[config.mk]
export PLATFORM = sky130hd
export DESIGN_NAME = mbist_march_ctrl
export DESIGN_NICKNAME = d
export VERILOG_FILES = /design/src/rtl/mbist_march_ctrl.sv
export SDC_FILE = /design/constraint.sdc
export NUM_CORES = 1
export LEC_CHECK = 0
export ABC_AREA = 0
export BUFFER_PORTS_ARGS = -buffer_cell sky130_fd_sc_hd__clkbuf_2
export CAP_MARGIN = 15
export CORE_ASPECT_RATIO = 1.1
export CORE_MARGIN = 2
export CORE_UTILIZATION = 50
export DETAILED_ROUTE_END_ITERATION = 10
export PLACE_DENSITY_LB_ADDON = 0.08
export SLEW_MARGIN = 0
export SYNTH_ARGS = -nofsm -noshare
export SYNTH_HDL_FRONTEND = slang
export SYNTH_SLANG_ARGS = --single-unit
export TNS_END_PERCENT = 30
[constraint.sdc]
create_clock -name clk -period 3 [get_ports clk]
set_input_delay 0.75 -clock clk [delete_from_list [all_inputs] [get_ports clk]]
set_output_delay 0.75 -clock clk [all_outputs]
set_load 0.005 [all_outputs]
[src/rtl/mbist_march_ctrl.sv]
// ---------------------------------------------------------------------------
// mbist_march_ctrl
//
// March C- memory BIST engine. It drives the write_read/address/wdata stream
// of the memory under test and checks the returned read data.
//
// Memory timing:
//   - write data is presented one cycle ahead of its write
//   - read data comes back two cycles after the read is issued
//
// Ports
//   clk            system clock, all logic on posedge
//   rst_n          synchronous active-low reset
//   start          one-cycle pulse, accepted only in IDLE
//   busy           high from the cycle after start until the done cycle
//   done           one-cycle pulse at end of run
//   fail           sticky mismatch flag, cleared at start
//   fail_addr      address of the first mismatch
//   fail_elem      march element (0..5) of the first mismatch
//   fail_pass      (MBIST_CKBD_EN only) 0 = solid pass, 1 = checkerboard
//                  pass, for the first mismatch
//   mem_write_read 1 = write, 0 = read
//   mem_address    memory address
//   mem_wdata      memory write data, leads its write by one cycle
//   mem_rdata      memory read data
//
// Optional feature macro: MBIST_CKBD_EN
//   When defined, a second March C- pass follows the solid pass using a
//   01-repeating checkerboard background. The two passes run back to back
//   with no done pulse between them.
// ---------------------------------------------------------------------------
module mbist_march_ctrl #(
  parameter int DATA_WIDTH = 8,
  parameter int ADDR_WIDTH = 4,
  parameter int LAST_ADDR  = 15
) (
  input  logic                  clk,
  input  logic                  rst_n,
  input  logic                  start,
  output logic                  busy,
  output logic                  done,
  output logic                  fail,
  output logic [ADDR_WIDTH-1:0] fail_addr,
  output logic [2:0]            fail_elem,
`ifdef MBIST_CKBD_EN
  output logic                  fail_pass,
`endif
  output logic                  mem_write_read,
  output logic [ADDR_WIDTH-1:0] mem_address,
  output logic [DATA_WIDTH-1:0] mem_wdata,
  input  logic [DATA_WIDTH-1:0] mem_rdata
);

  localparam logic [ADDR_WIDTH-1:0] ADDR_TOP = ADDR_WIDTH'(LAST_ADDR);

  typedef enum logic [2:0] {
    S_IDLE,
    S_PRELOAD,
    S_RUN,
    S_DRAIN,
    S_DONE
  } state_t;

  state_t state;

  // Pointer to the op that will be issued on the next RUN cycle.
  logic [2:0]            nxt_elem_q;
  logic [ADDR_WIDTH-1:0] nxt_addr_q;
  logic                  nxt_ph_q;
  // Set once the pointer has moved past the final op of the pass.
  logic                  end_q;
  logic                  drain_cnt;

  // Attributes of the op currently on the memory bus.
  logic                  cur_rd_q;
  logic [DATA_WIDTH-1:0] cur_exp_q;
  logic [2:0]            cur_elem_q;

  // Pass selector: 0 = solid background, 1 = checkerboard background.
  logic                  pass_q;
`ifndef MBIST_CKBD_EN
  assign pass_q = 1'b0;
`endif

  // Read-check pipe, aligned with the two-cycle read latency.
  logic                  vld_p1, vld_p2;
  logic [DATA_WIDTH-1:0] exp_p1, exp_p2;
  logic [ADDR_WIDTH-1:0] addr_p1, addr_p2;
  logic [2:0]            elem_p1, elem_p2;
`ifdef MBIST_CKBD_EN
  logic                  pass_p1, pass_p2;
`endif

  // -------------------------------------------------------------------------
  // March C- op table helpers
  // -------------------------------------------------------------------------
  function automatic logic [DATA_WIDTH-1:0] bg_of(input logic p);
    bg_of = p ? DATA_WIDTH'({(DATA_WIDTH/2){2'b01}}) : '0;
  endfunction

  // E0 and E5 have a single op per address; E1..E4 have read then write.
  function automatic logic elem_two_ops(input logic [2:0] e);
    elem_two_ops = (e != 3'd0) && (e != 3'd5);
  endfunction

  function automatic logic elem_down(input logic [2:0] e);
    elem_down = (e == 3'd3) || (e == 3'd4);
  endfunction

  function automatic logic op_is_write(input logic [2:0] e, input logic ph);
    if (e == 3'd0)      op_is_write = 1'b1;
    else if (e == 3'd5) op_is_write = 1'b0;
    else                op_is_write = ph;
  endfunction

  // Data of an op: write data for writes, expected read data for reads.
  function automatic logic [DATA_WIDTH-1:0] op_data(input logic [2:0] e,
                                                    input logic ph,
                                                    input logic [DATA_WIDTH-1:0] b);
    logic inv;
    if ((e == 3'd1) || (e == 3'd3))      inv = ph;
    else if ((e == 3'd2) || (e == 3'd4)) inv = !ph;
    else                                 inv = 1'b0;
    op_data = inv ? ~b : b;
  endfunction

  logic [DATA_WIDTH-1:0] bg;
  assign bg = bg_of(pass_q);

  // -------------------------------------------------------------------------
  // Next-op pointer advance
  // -------------------------------------------------------------------------
  logic [2:0]            adv_elem;
  logic [ADDR_WIDTH-1:0] adv_addr;
  logic                  adv_ph;
  logic                  adv_last;

  always_comb begin
    adv_elem = nxt_elem_q;
    adv_addr = nxt_addr_q;
    adv_ph   = 1'b0;
    adv_last = 1'b0;
    if (elem_two_ops(nxt_elem_q) && !nxt_ph_q) begin
      adv_ph = 1'b1;
    end else if (elem_down(nxt_elem_q)) begin
      if (nxt_addr_q == '0) begin
        adv_elem = nxt_elem_q + 3'd1;
        adv_addr = elem_down(nxt_elem_q + 3'd1) ? ADDR_TOP : '0;
      end else begin
        adv_addr = nxt_addr_q - 1'b1;
      end
    end else begin
      if (nxt_addr_q == ADDR_TOP) begin
        if (nxt_elem_q == 3'd5) begin
          adv_last = 1'b1;
          adv_elem = 3'd0;
          adv_addr = '0;
        end else begin
          adv_elem = nxt_elem_q + 3'd1;
          adv_addr = elem_down(nxt_elem_q + 3'd1) ? ADDR_TOP : '0;
        end
      end else begin
        adv_addr = nxt_addr_q + 1'b1;
      end
    end
  end

  // -------------------------------------------------------------------------
  // Control FSM with registered outputs and first-fail capture
  // -------------------------------------------------------------------------
  always_ff @(posedge clk) begin
    if (!rst_n) begin
      state          <= S_IDLE;
      busy           <= 1'b0;
      done           <= 1'b0;
      fail           <= 1'b0;
      fail_addr      <= '0;
      fail_elem      <= '0;
      mem_write_read <= 1'b0;
      mem_address    <= '0;
      mem_wdata      <= '0;
      nxt_elem_q     <= '0;
      nxt_addr_q     <= '0;
      nxt_ph_q       <= 1'b0;
      end_q          <= 1'b0;
      drain_cnt      <= 1'b0;
      cur_rd_q       <= 1'b0;
      cur_exp_q      <= '0;
      cur_elem_q     <= '0;
`ifdef MBIST_CKBD_EN
      pass_q         <= 1'b0;
      fail_pass      <= 1'b0;
`endif
    end else begin
      done <= 1'b0;
      case (state)
        S_IDLE: begin
          if (start) begin
            state          <= S_PRELOAD;
            busy           <= 1'b1;
            fail           <= 1'b0;
            fail_addr      <= '0;
            fail_elem      <= '0;
`ifdef MBIST_CKBD_EN
            pass_q         <= 1'b0;
            fail_pass      <= 1'b0;
`endif
            nxt_elem_q     <= '0;
            nxt_addr_q     <= '0;
            nxt_ph_q       <= 1'b0;
            end_q          <= 1'b0;
            cur_rd_q       <= 1'b0;
            mem_write_read <= 1'b0;
            mem_address    <= '0;
            mem_wdata      <= bg_of(1'b0);
          end
        end

        S_PRELOAD, S_RUN: begin
          if ((state == S_RUN) && end_q) begin
            state          <= S_DRAIN;
            mem_write_read <= 1'b0;
            cur_rd_q       <= 1'b0;
            drain_cnt      <= 1'b0;
          end else begin
            // Issue the pointed op and preload the data of the op after it.
            state          <= S_RUN;
            mem_write_read <= op_is_write(nxt_elem_q, nxt_ph_q);
            mem_address    <= nxt_addr_q;
            cur_rd_q       <= !op_is_write(nxt_elem_q, nxt_ph_q);
            cur_exp_q      <= op_data(nxt_elem_q, nxt_ph_q, bg);
            cur_elem_q     <= nxt_elem_q;
            nxt_elem_q     <= adv_elem;
            nxt_addr_q     <= adv_addr;
            nxt_ph_q       <= adv_ph;
            end_q          <= adv_last;
            mem_wdata      <= op_data(adv_elem, adv_ph, bg);
          end
        end

        S_DRAIN: begin
          if (drain_cnt) begin
`ifdef MBIST_CKBD_EN
            if (!pass_q) begin
              state       <= S_PRELOAD;
              pass_q      <= 1'b1;
              nxt_elem_q  <= '0;
              nxt_addr_q  <= '0;
              nxt_ph_q    <= 1'b0;
              end_q       <= 1'b0;
              mem_address <= '0;
              mem_wdata   <= bg_of(1'b1);
            end else begin
              state <= S_DONE;
              done  <= 1'b1;
            end
`else
            state <= S_DONE;
            done  <= 1'b1;
`endif
          end else begin
            drain_cnt <= 1'b1;
          end
        end

        S_DONE: begin
          state <= S_IDLE;
          busy  <= 1'b0;
        end

        default: state <= S_IDLE;
      endcase

      // Only the first mismatch records its location; fail stays sticky.
      if (vld_p2 && (mem_rdata != exp_p2)) begin
        fail <= 1'b1;
        if (!fail) begin
          fail_addr <= addr_p2;
          fail_elem <= elem_p2;
`ifdef MBIST_CKBD_EN
          fail_pass <= pass_p2;
`endif
        end
      end
    end
  end

  // -------------------------------------------------------------------------
  // p1: read issued last cycle, memory capturing the word
  // -------------------------------------------------------------------------
  always_ff @(posedge clk) begin
    if (!rst_n) begin
      vld_p1 <= 1'b0;
      vld_p2 <= 1'b0;
    end else begin
      vld_p1 <= cur_rd_q;
      vld_p2 <= vld_p1;
    end
  end

  always_ff @(posedge clk) begin
    exp_p1  <= cur_exp_q;
    addr_p1 <= mem_address;
    elem_p1 <= cur_elem_q;
`ifdef MBIST_CKBD_EN
    pass_p1 <= pass_q;
`endif
    // -----------------------------------------------------------------------
    // p2: read data valid on mem_rdata, compared this cycle
    // -----------------------------------------------------------------------
    exp_p2  <= exp_p1;
    addr_p2 <= addr_p1;
    elem_p2 <= elem_p1;
`ifdef MBIST_CKBD_EN
    pass_p2 <= pass_p1;
`endif
  end

endmodule

==> results of run 1 <==
[state kept, by name, summed over array words and instances, names as in the netlist, 3 cells and up]
signal / cells
addr_p1: 4
addr_p2: 4
fail_addr: 4
mem_address: 4
nxt_addr_q: 4
cur_elem_q: 3
elem_p1: 3
elem_p2: 3
fail_elem: 3
nxt_elem_q: 3
state: 3
[power by group through the flow]
stage	Clock (uW)	Combinational (uW)	Sequential (uW)
2_1_floorplan	0	84.9	730
3_3_place_gp	0	108	741
3_5_place_dp	0	109	741
4_1_cts	425	110	725
5_1_grt	447	123	728
6_report	407	109	725
[worst max-delay path: stages (launching register included)]
cell and delay [ps]:
dfxtp_1 630, inv_1 160, ha_1 370, and4b_1 210, o32a_1 300, o221ai_1 260
xor2_1 120, o31ai_1 220
[final timing paths]
check | endpoint | cells past startpoint
min | elem_p2[2] | 0
max | mem_wdata[6] | 7
min reg2reg | elem_p2[2] | 0
max reg2reg | mem_wdata[6] | 7
[kinds of logic (layout without fill, tap and decap cells)]
logic type	after synthesis	in the layout	synth area share (%)
xor gates and xnor gates	2	2	0.723
muxes	11	11	4.70
adders and majority gates	8	8	4.13
DFF	52	52	43.0
AOI/OAI and AO/OA	69	69	21.8
buffers and inverters	28	52	5.73
and+or+nand+nor	85	85	20.0
[per-stage QoR]
stage / setup slack (ps) / area, um2 / util, % / total power (uW) / cells
final: 654 / 2670 / 57.4 / 1240 / 335
after CTS: 651 / 2670 / 57.4 / 1260 / 335
after detailed placement: 395 / 2570 / 55.3 / 850 / 327
after global routing: 480 / 2670 / 57.4 / 1300 / 335
after global placement: 435 / 2570 / 55.3 / 849 / 327
after floorplan: 606 / 2420 / - / 815 / 255
[layout make-up]
type | count | share of cell area, %
multi-input cells | 175 | 46.6
flip-flops and latches | 52 | 39.0
repair buffers | 36 | 7.03
well taps | 56 | 2.63
clock buffers | 5 | 2.58
inverters | 8 | 1.13
clock inverters | 3 | 1.03
[layer usage]
metal / wire length [um] / vias to the layer above / global-route usage [%]
met1: 2170 / 851 / 23.3
met3: 142 / 6 / 3.68
met2: 2080 / 30 / 27.6
met4: 63 / 0 / 6.35
met5: 0 / - / 0
li1: - / 962 / -
[cells in the final DEF, fill, tap and decap left out, types with 3 or more instances in the layout]
cell type  instances
nor3_1             6
inv_1              8
o31ai_1            3
nand3_1            6
and2_1             6
nor2_1            12
a21boi_0           4
o21bai_1           3
a21oi_1            7
buf_4              3
nand2b_1           6
nand2_1           19
clkbuf_8           5
a31oi_1            3
mux2_2             3
mux2i_1            8
a21o_1             3
clkbuf_2          33
a21boi_1           6
ha_1               8
dfxtp_1           52
o21ai_0            7
or3b_1             3
nor2b_1           10
o2bb2ai_1          4
or3b_2             6
a22oi_1            6
==> results.py, run 1 <==
metrics = {
    "placement": {
        "portBuffers": 33,
        "post-dp-hpwl_um": 3190,
        "place_congestion": 0.786,
    },
    "clock_tree": {
        "root_buffer": "clkbuf_8",
        "numCtsBuffers": 5,
        "cts_num_sinks": 52,
        "cts_max_level": 2,
        "postCtsSetupRepairBufs": 0,
        "holdBufCountCts": 0,
        "post_cts_resized": 0,
        "clk_pin_slew_ps": 90,
        "clkLatencyLatePin_ps": 300,
        "cts_max_path_buffers": 2,
        "cts_tree": "yes",
    },
    "outcome": {
        "outcome": "finished, final reports clean",
    },
    "yosys": {
        "synth_top_area_share_pct": 43.0,
        "syn-num-nets": 274,
        "yosysMostFrequentCell": "dfxtp_1",
        "synth_area_leaders": "dfxtp_1 (43%), ha_1 (4.1%), mux2i_1 (3.3%)",
        "synth_area_per_cell_um2": 9.50,
        "synth_common_cells": "dfxtp_1 (52), nand2_1 (19), nor2_1 (12), clkbuf_1 (10), nor2b_1 (10)",
        "synth-main-ff-cell": "dfxtp_1",
        "async_flop_share_pct": 0,
        "syn-cell-area_mm2": 0.00242,
        "netlist_instances": 255,
        "ys_ff_latch": 52,
        "ys.warnings.count": 0,
        "synth_top_area_cell": "dfxtp_1",
        "synth_seq_area_share_pct": 43.0,
        "yosys.cell_types.count": 53,
        "synth_enable_flop_cells": 0,
    },
    "global_routing": {
        "antenna_found_initial": 0,
        "grt_max_degree": 31,
        "grt.overflow.total": 0,
        "grt_pass1_vias": 1689,
        "grt_first_pass_wirelength_um": 7730,
        "grt_usage_pct": 17.5,
    },
    "min_path": {
        "holdCritPathClass": "register to register",
        "hp-start": "elem_p1[2]",
    },
    "finish": {
        "seq_area_mm2": 0.00104,
        "diodes": 0,
        "areaGrowthSynthToFinish_pct": 10.1,
        "drive_gt1_share_pct": 21.5,
        "multi_input_area_mm2": 0.00124,
        "nFillCells": 439,
        "nets": 297,
    },
    "sta": {
        "rsz0062_at_grt": "no",
        "maxSlewHeadroom_pct": 56.2,
        "period_minus_slack_ps": 2350,
        "hold_slack_ps": 334,
        "worst_slew_pin_slew_ps": 653,
        "fin_crit_sh_pct": 78.2,
        "setup_viol": 0,
        "tns_ps": 0,
        "fin_skew_ps": 5.44,
        "maxSlewViolCount": 0,
        "hold_viol_final": 0,
        "fmax_mhz": 426,
    },
    "die": {
        "ios": 34,
        "start_util_pct": 52.1,
        "num_rows": 26,
        "die-area_mm2": 0.00542,
        "die_y_um": 77.0,
        "fp.coreArea_mm2": 0.00465,
        "die_w_um": 70.4,
    },
    "flow_run": {
        "drv_cap": 0,
    },
    "detailed_routing": {
        "routed_wl_um": 4450,
        "drtIter0Drc": 55,
        "first_pass_iters": 4,
        "via_count": 1849,
        "drc": 0,
        "ant_nets": 0,
        "via_per_inst": 5.52,
        "wl_per_cell_um": 13.3,
    },
    "worst_setup_path": {
        "r2r_slack_ps": 650,
        "startpoint": "nxt_elem_q[2]",
        "crit_required_ps": 3210,
        "cp.arrival_ps": 2560,
        "endpoint_kind": "register",
        "critical_path_class": "register to register",
        "startpoint_type": "register",
        "worst-path-max-fanout": 14,
        "worst_r2r_startpoint": "nxt_elem_q[2]",
    },
    "power": {
        "p_leak_uw": 0.00103,
        "swShare_pct": 25.4,
        "power.density_mw_per_mm2": 465,
        "vdd_drop_max_v": 0.000215,
        "pwr-share-comb_pct": 8.8,
        "internal_power_uw": 925,
        "clockPowerShare_pct": 32.8,
        "switching_power_uw": 316,
        "seqPwrFrac_pct": 58.4,
    },
}
Note: power is estimated with default switching activity, not from simulation.
==> inputs of run 2 (changes only) <==
- clock period: 3 -> 2.39 ns (I/O delays scaled with it)
==> run 2 against run 1 <==
Setup slack got worse by 430 ps. Flip-flop and latch count unchanged. Global-route usage increased by 0.93 points. Largest cell class unchanged. Largest power group unchanged.
==> results.py, run 2 (synthesis results as in run 1) <==
metrics = {
    "detailed_routing": {
        "met1_length_um": 2210,
        "routed_wl_um": 4660,
        "drc": 0,
        "wl_per_cell_um": 13.4,
        "wl_met3_um": 153,
        "ant_nets": 0,
        "wl_met2_um": 2260,
        "first_pass_iters": 4,
        "via_per_inst": 5.49,
        "routed.top_layer": "met4",
        "via_count": 1911,
        "drtIter0Drc": 83,
    },
    "die": {
        "fp.coreArea_mm2": 0.00465,
        "die_y_um": 77.0,
        "die_w_um": 70.4,
        "start_util_pct": 52.1,
        "num_rows": 26,
        "die-area_mm2": 0.00542,
        "ios": 34,
    },
    "worst_setup_path": {
        "crit_required_ps": 2600,
        "slowest_stage": "dfxtp_1",
        "cp_cell_sequence": "inv_1, ha_1, mux2_2, o2111ai_1, o221ai_1, xor2_1, o31ai_1",
        "startpoint": "nxt_elem_q[1]",
        "cp_top_family": "compound AO/OA/AOI/OAI gates",
        "startpoint_type": "register",
        "worst-path-max-fanout": 8,
        "cp.arrival_ps": 2380,
        "endpoint_kind": "register",
        "r2r_cells": 7,
        "critical_path_class": "register to register",
        "worst_r2r_startpoint": "nxt_elem_q[1]",
        "cp.depth": 7,
        "critPathBufInv": 1,
        "critPathMaxStageDelay_ps": 470,
    },
    "global_routing": {
        "grt_pass1_vias": 1750,
        "grt.overflow.total": 0,
        "grt_first_pass_wirelength_um": 8270,
        "grt_usage_pct": 18.4,
        "grt_max_degree": 21,
        "antenna_found_initial": 0,
    },
    "sta": {
        "tns_ps": 0,
        "maxSlewHeadroom_pct": 66.3,
        "period_minus_slack_ps": 2170,
        "hold_slack_ps": 334,
        "hold_viol_final": 0,
        "fin_crit_sh_pct": 90.8,
        "worst_slew_pin_slew_ps": 503,
        "maxSlewViolCount": 0,
        "setup_viol": 0,
        "fmax_mhz": 461,
        "fin_skew_ps": 6.25,
        "rsz0062_at_grt": "no",
    },
    "clock_tree": {
        "cts_max_level": 2,
        "cts_max_path_buffers": 2,
        "numCtsBuffers": 5,
        "clkLatencyLatePin_ps": 300,
        "cts_tree": "yes",
        "holdBufCountCts": 0,
        "postCtsSetupRepairBufs": 0,
        "cts_num_sinks": 52,
        "root_buffer": "clkbuf_8",
        "clk_pin_slew_ps": 100,
        "post_cts_resized": 0,
    },
    "min_path": {
        "holdCritPathClass": "register to register",
        "worstHoldPathCells": 0,
        "hp-start": "elem_p1[1]",
    },
    "power": {
        "p_leak_uw": 0.00110,
        "vdd_drop_max_v": 0.000286,
        "finalPower_uw": 1580,
        "power.density_mw_per_mm2": 571,
    },
    "finish": {
        "layout_commonest_cell": "dfxtp_1",
        "nets": 310,
        "multi_input_area_mm2": 0.00124,
        "nFillCells": 428,
        "seq_area_mm2": 0.00104,
        "areaGrowthSynthToFinish_pct": 14.1,
        "layout_common_cells": "dfxtp_1 (52), clkbuf_2 (33), nand2_1 (19)",
        "final_cells": 348,
        "diodes": 0,
        "drive_gt1_share_pct": 25.0,
    },
    "placement": {
        "post-dp-hpwl_um": 3410,
        "dp_cells": 340,
        "portBuffers": 33,
        "place_congestion": 0.807,
    },
    "outcome": {
        "outcome": "finished, final reports clean",
    },
    "flow_run": {
        "drv_cap": 0,
    },
}
==> run 2: area by class of cell <==
cell class	instances	area share, %
inverters	8	1.09
clock inverters	3	0.995
clock buffers	5	2.49
multi-input cells	175	45.0
flip-flops and latches	52	37.6
well taps	56	2.53
repair buffers	49	10.3
==> run 2: metrics by stage <==
step | utilization [%] | worst slack [ps] | instance area (um2)
after global placement | 57.4 | 12.7 | 2670
after global routing | 59.5 | 109 | 2770
after floorplan | - | 148 | 2420
final | 59.5 | 220 | 2770
after detailed placement | 57.4 | -18.3 | 2670
after CTS | 59.5 | 218 | 2770
==> run 2: where the power goes <==
group          leakage (uW)  switching (uW)  internal, uW  total [uW]
Clock             0.0000463             304           215         519
Combinational      0.000629            89.0          70.9         160
Sequential         0.000421            14.1           885         899
==> run 2: per-layer routing <==
metal / global-route usage [%] / up-vias
li1: - / 987
met1: 24.6 / 886
met2: 29.8 / 36
met3: 3.94 / 2
met4: 5.19 / 0
met5: 0 / -
==> run 2: path summary, 6_finish.rpt <==
path	to	slack [ps]
setup / recovery	mem_wdata[6]	220
hold / removal	elem_p2[1]	330
setup reg to reg	mem_wdata[6]	220
hold reg to reg	elem_p2[1]	330
==> inputs of run 3 (changes only) <==
- CORE_ASPECT_RATIO: 1.1 -> 1.25
- PLACE_DENSITY: default -> 0.71
- PLACE_DENSITY_LB_ADDON: 0.08 -> default
==> run 3 against run 2 <==
Global-route usage up 1.7 points. Flip-flop and latch count unchanged. Total power down 0.39%. Critical path depth unchanged. First-iteration DRC count up 60%. Cell count unchanged. Sequential share of layout area up 0.43 points. Count of clock-buffer cells in the layout unchanged. Design area down 1.1%. Non-clock buffer count down 4. Critical endpoint unchanged. Largest cell class unchanged. Highest routed layer unchanged.
==> results.py, run 3 (synthesis results as in run 1) <==
metrics = {
    "detailed_routing": {
        "routed_wl_um": 5050,
        "ant_nets": 0,
        "first_pass_iters": 4,
        "wl_per_cell_um": 14.5,
        "via_count": 1993,
        "drc": 0,
        "drtIter0Drc": 133,
        "via_per_inst": 5.73,
    },
    "worst_setup_path": {
        "cp.arrival_ps": 2380,
        "r2r_cells": 7,
        "endpoint_kind": "register",
        "critical_path_class": "register to register",
        "r2r_slack_ps": 220,
        "worst_r2r_endpoint": "mem_wdata[6]",
        "startpoint_type": "register",
        "startpoint": "nxt_elem_q[1]",
        "worst-path-max-fanout": 8,
        "worst_r2r_startpoint": "nxt_elem_q[1]",
        "crit_required_ps": 2610,
    },
    "global_routing": {
        "grt_first_pass_wirelength_um": 8540,
        "grt_usage_pct": 20.1,
        "grt_pass1_vias": 1905,
        "grt.overflow.total": 0,
        "grt_max_degree": 19,
        "antenna_found_initial": 0,
    },
    "die": {
        "fp.coreArea_mm2": 0.00469,
        "die_y_um": 81.8,
        "ios": 34,
        "start_util_pct": 51.6,
        "die_w_um": 66.3,
        "num_rows": 28,
        "die-area_mm2": 0.00542,
    },
    "sta": {
        "setup_viol": 0,
        "maxSlewViolCount": 0,
        "maxSlewHeadroom_pct": 68.1,
        "rsz0062_at_grt": "no",
        "hold_viol_final": 0,
        "tns_ps": 0,
        "setup_ws_ps": 225,
        "worst_slew_pin_slew_ps": 478,
        "fin_skew_ps": 7.60,
        "fmax_mhz": 462,
        "period_minus_slack_ps": 2170,
        "fin_crit_sh_pct": 90.6,
    },
    "power": {
        "vdd_drop_max_v": 0.000305,
        "power.density_mw_per_mm2": 575,
        "p_leak_uw": 0.00107,
    },
    "clock_tree": {
        "clk_pin_slew_ps": 100,
        "cts_tree": "yes",
        "root_buffer": "clkbuf_8",
        "holdBufCountCts": 0,
        "postCtsSetupRepairBufs": 0,
        "post_cts_resized": 0,
        "cts_num_sinks": 52,
        "clkLatencyLatePin_ps": 300,
        "numCtsBuffers": 5,
        "cts_max_level": 2,
        "cts_max_path_buffers": 2,
    },
    "min_path": {
        "hp-start": "addr_p1[1]",
        "min_to": "addr_p2[1]",
        "holdCritPathClass": "register to register",
        "worstHoldPathCells": 0,
    },
    "finish": {
        "multi_input_area_mm2": 0.00124,
        "drive_gt1_share_pct": 24.0,
        "nFillCells": 423,
        "nets": 306,
        "areaGrowthSynthToFinish_pct": 12.9,
        "layout_commonest_cell": "dfxtp_1",
        "final_area_mm2": 0.00274,
        "layout_common_cells": "dfxtp_1 (52), clkbuf_2 (33), nand2_1 (19)",
        "seq_area_mm2": 0.00104,
        "diodes": 0,
    },
    "placement": {
        "place_congestion": 0.844,
        "portBuffers": 33,
        "place_area_mm2": 0.00265,
        "post-dp-hpwl_um": 3590,
        "preCtsSetupSlack_ps": -31.7,
    },
    "flow_run": {
        "drv_cap": 0,
    },
    "outcome": {
        "outcome": "finished, final reports clean",
    },
}
==> run 3: changes by cell type in the layout (fill, tap and decap cells not counted), sizes merged <==
| cell | previous run | this run |
|---|---|---|
| buf | 16 | 12 |
==> run 3: power by group <==
| part | switching [uW] | internal (uW) |
|---|---|---|
| clock | 301 | 209 |
| combinational | 89.8 | 70.9 |
| sequential | 17.2 | 885 |
==> run 3: worst max-delay path, stage by stage (launching register included) <==
cell and delay, ps:
dfxtp_1 450, inv_1 130, ha_1 310, mux2_2 360, o2111ai_1 200, o221ai_1 220
xor2_1 210, o31ai_1 200
==> run 3: final cells by class <==
class                   count  share of cell area (%)
inverters                   8                    1.10
multi-input cells         175                    45.5
flip-flops and latches     52                    38.1
clock inverters             3                   0.778
well taps                  60                    2.74
repair buffers             45                    9.33
clock buffers               5                    2.52
==> run 3: per-layer routing <==
| layer | GRT usage (%) | routed length (um) |
|---|---|---|
| met5 | 0 | 0 |
| met4 | 8.57 | 55 |
| met3 | 3.15 | 204 |
| met2 | 35.8 | 2590 |
| met1 | 23.6 | 2200 |
==> run 3: worst max path at each step <==
stage               slack (ps)            end
global route                70   mem_wdata[6]
detailed placement         -30   fail_elem[1]
CTS                        230  nxt_addr_q[2]
finish                     220   mem_wdata[6]
floorplan                  150   fail_addr[2]
global placement            20   fail_addr[3]
==> run 3: through the flow <==
step | total power (uW) | hold WS, ps | utilization (%) | std cells
2_1_floorplan | 1020 | 310 | - | 255
3_3_place_gp | 1080 | 311 | 56.3 | 340
3_5_place_dp | 1080 | 312 | 56.3 | 340
4_1_cts | 1580 | 331 | 58.3 | 348
5_1_grt | 1640 | 337 | 58.3 | 348
6_report | 1570 | 332 | 58.3 | 348
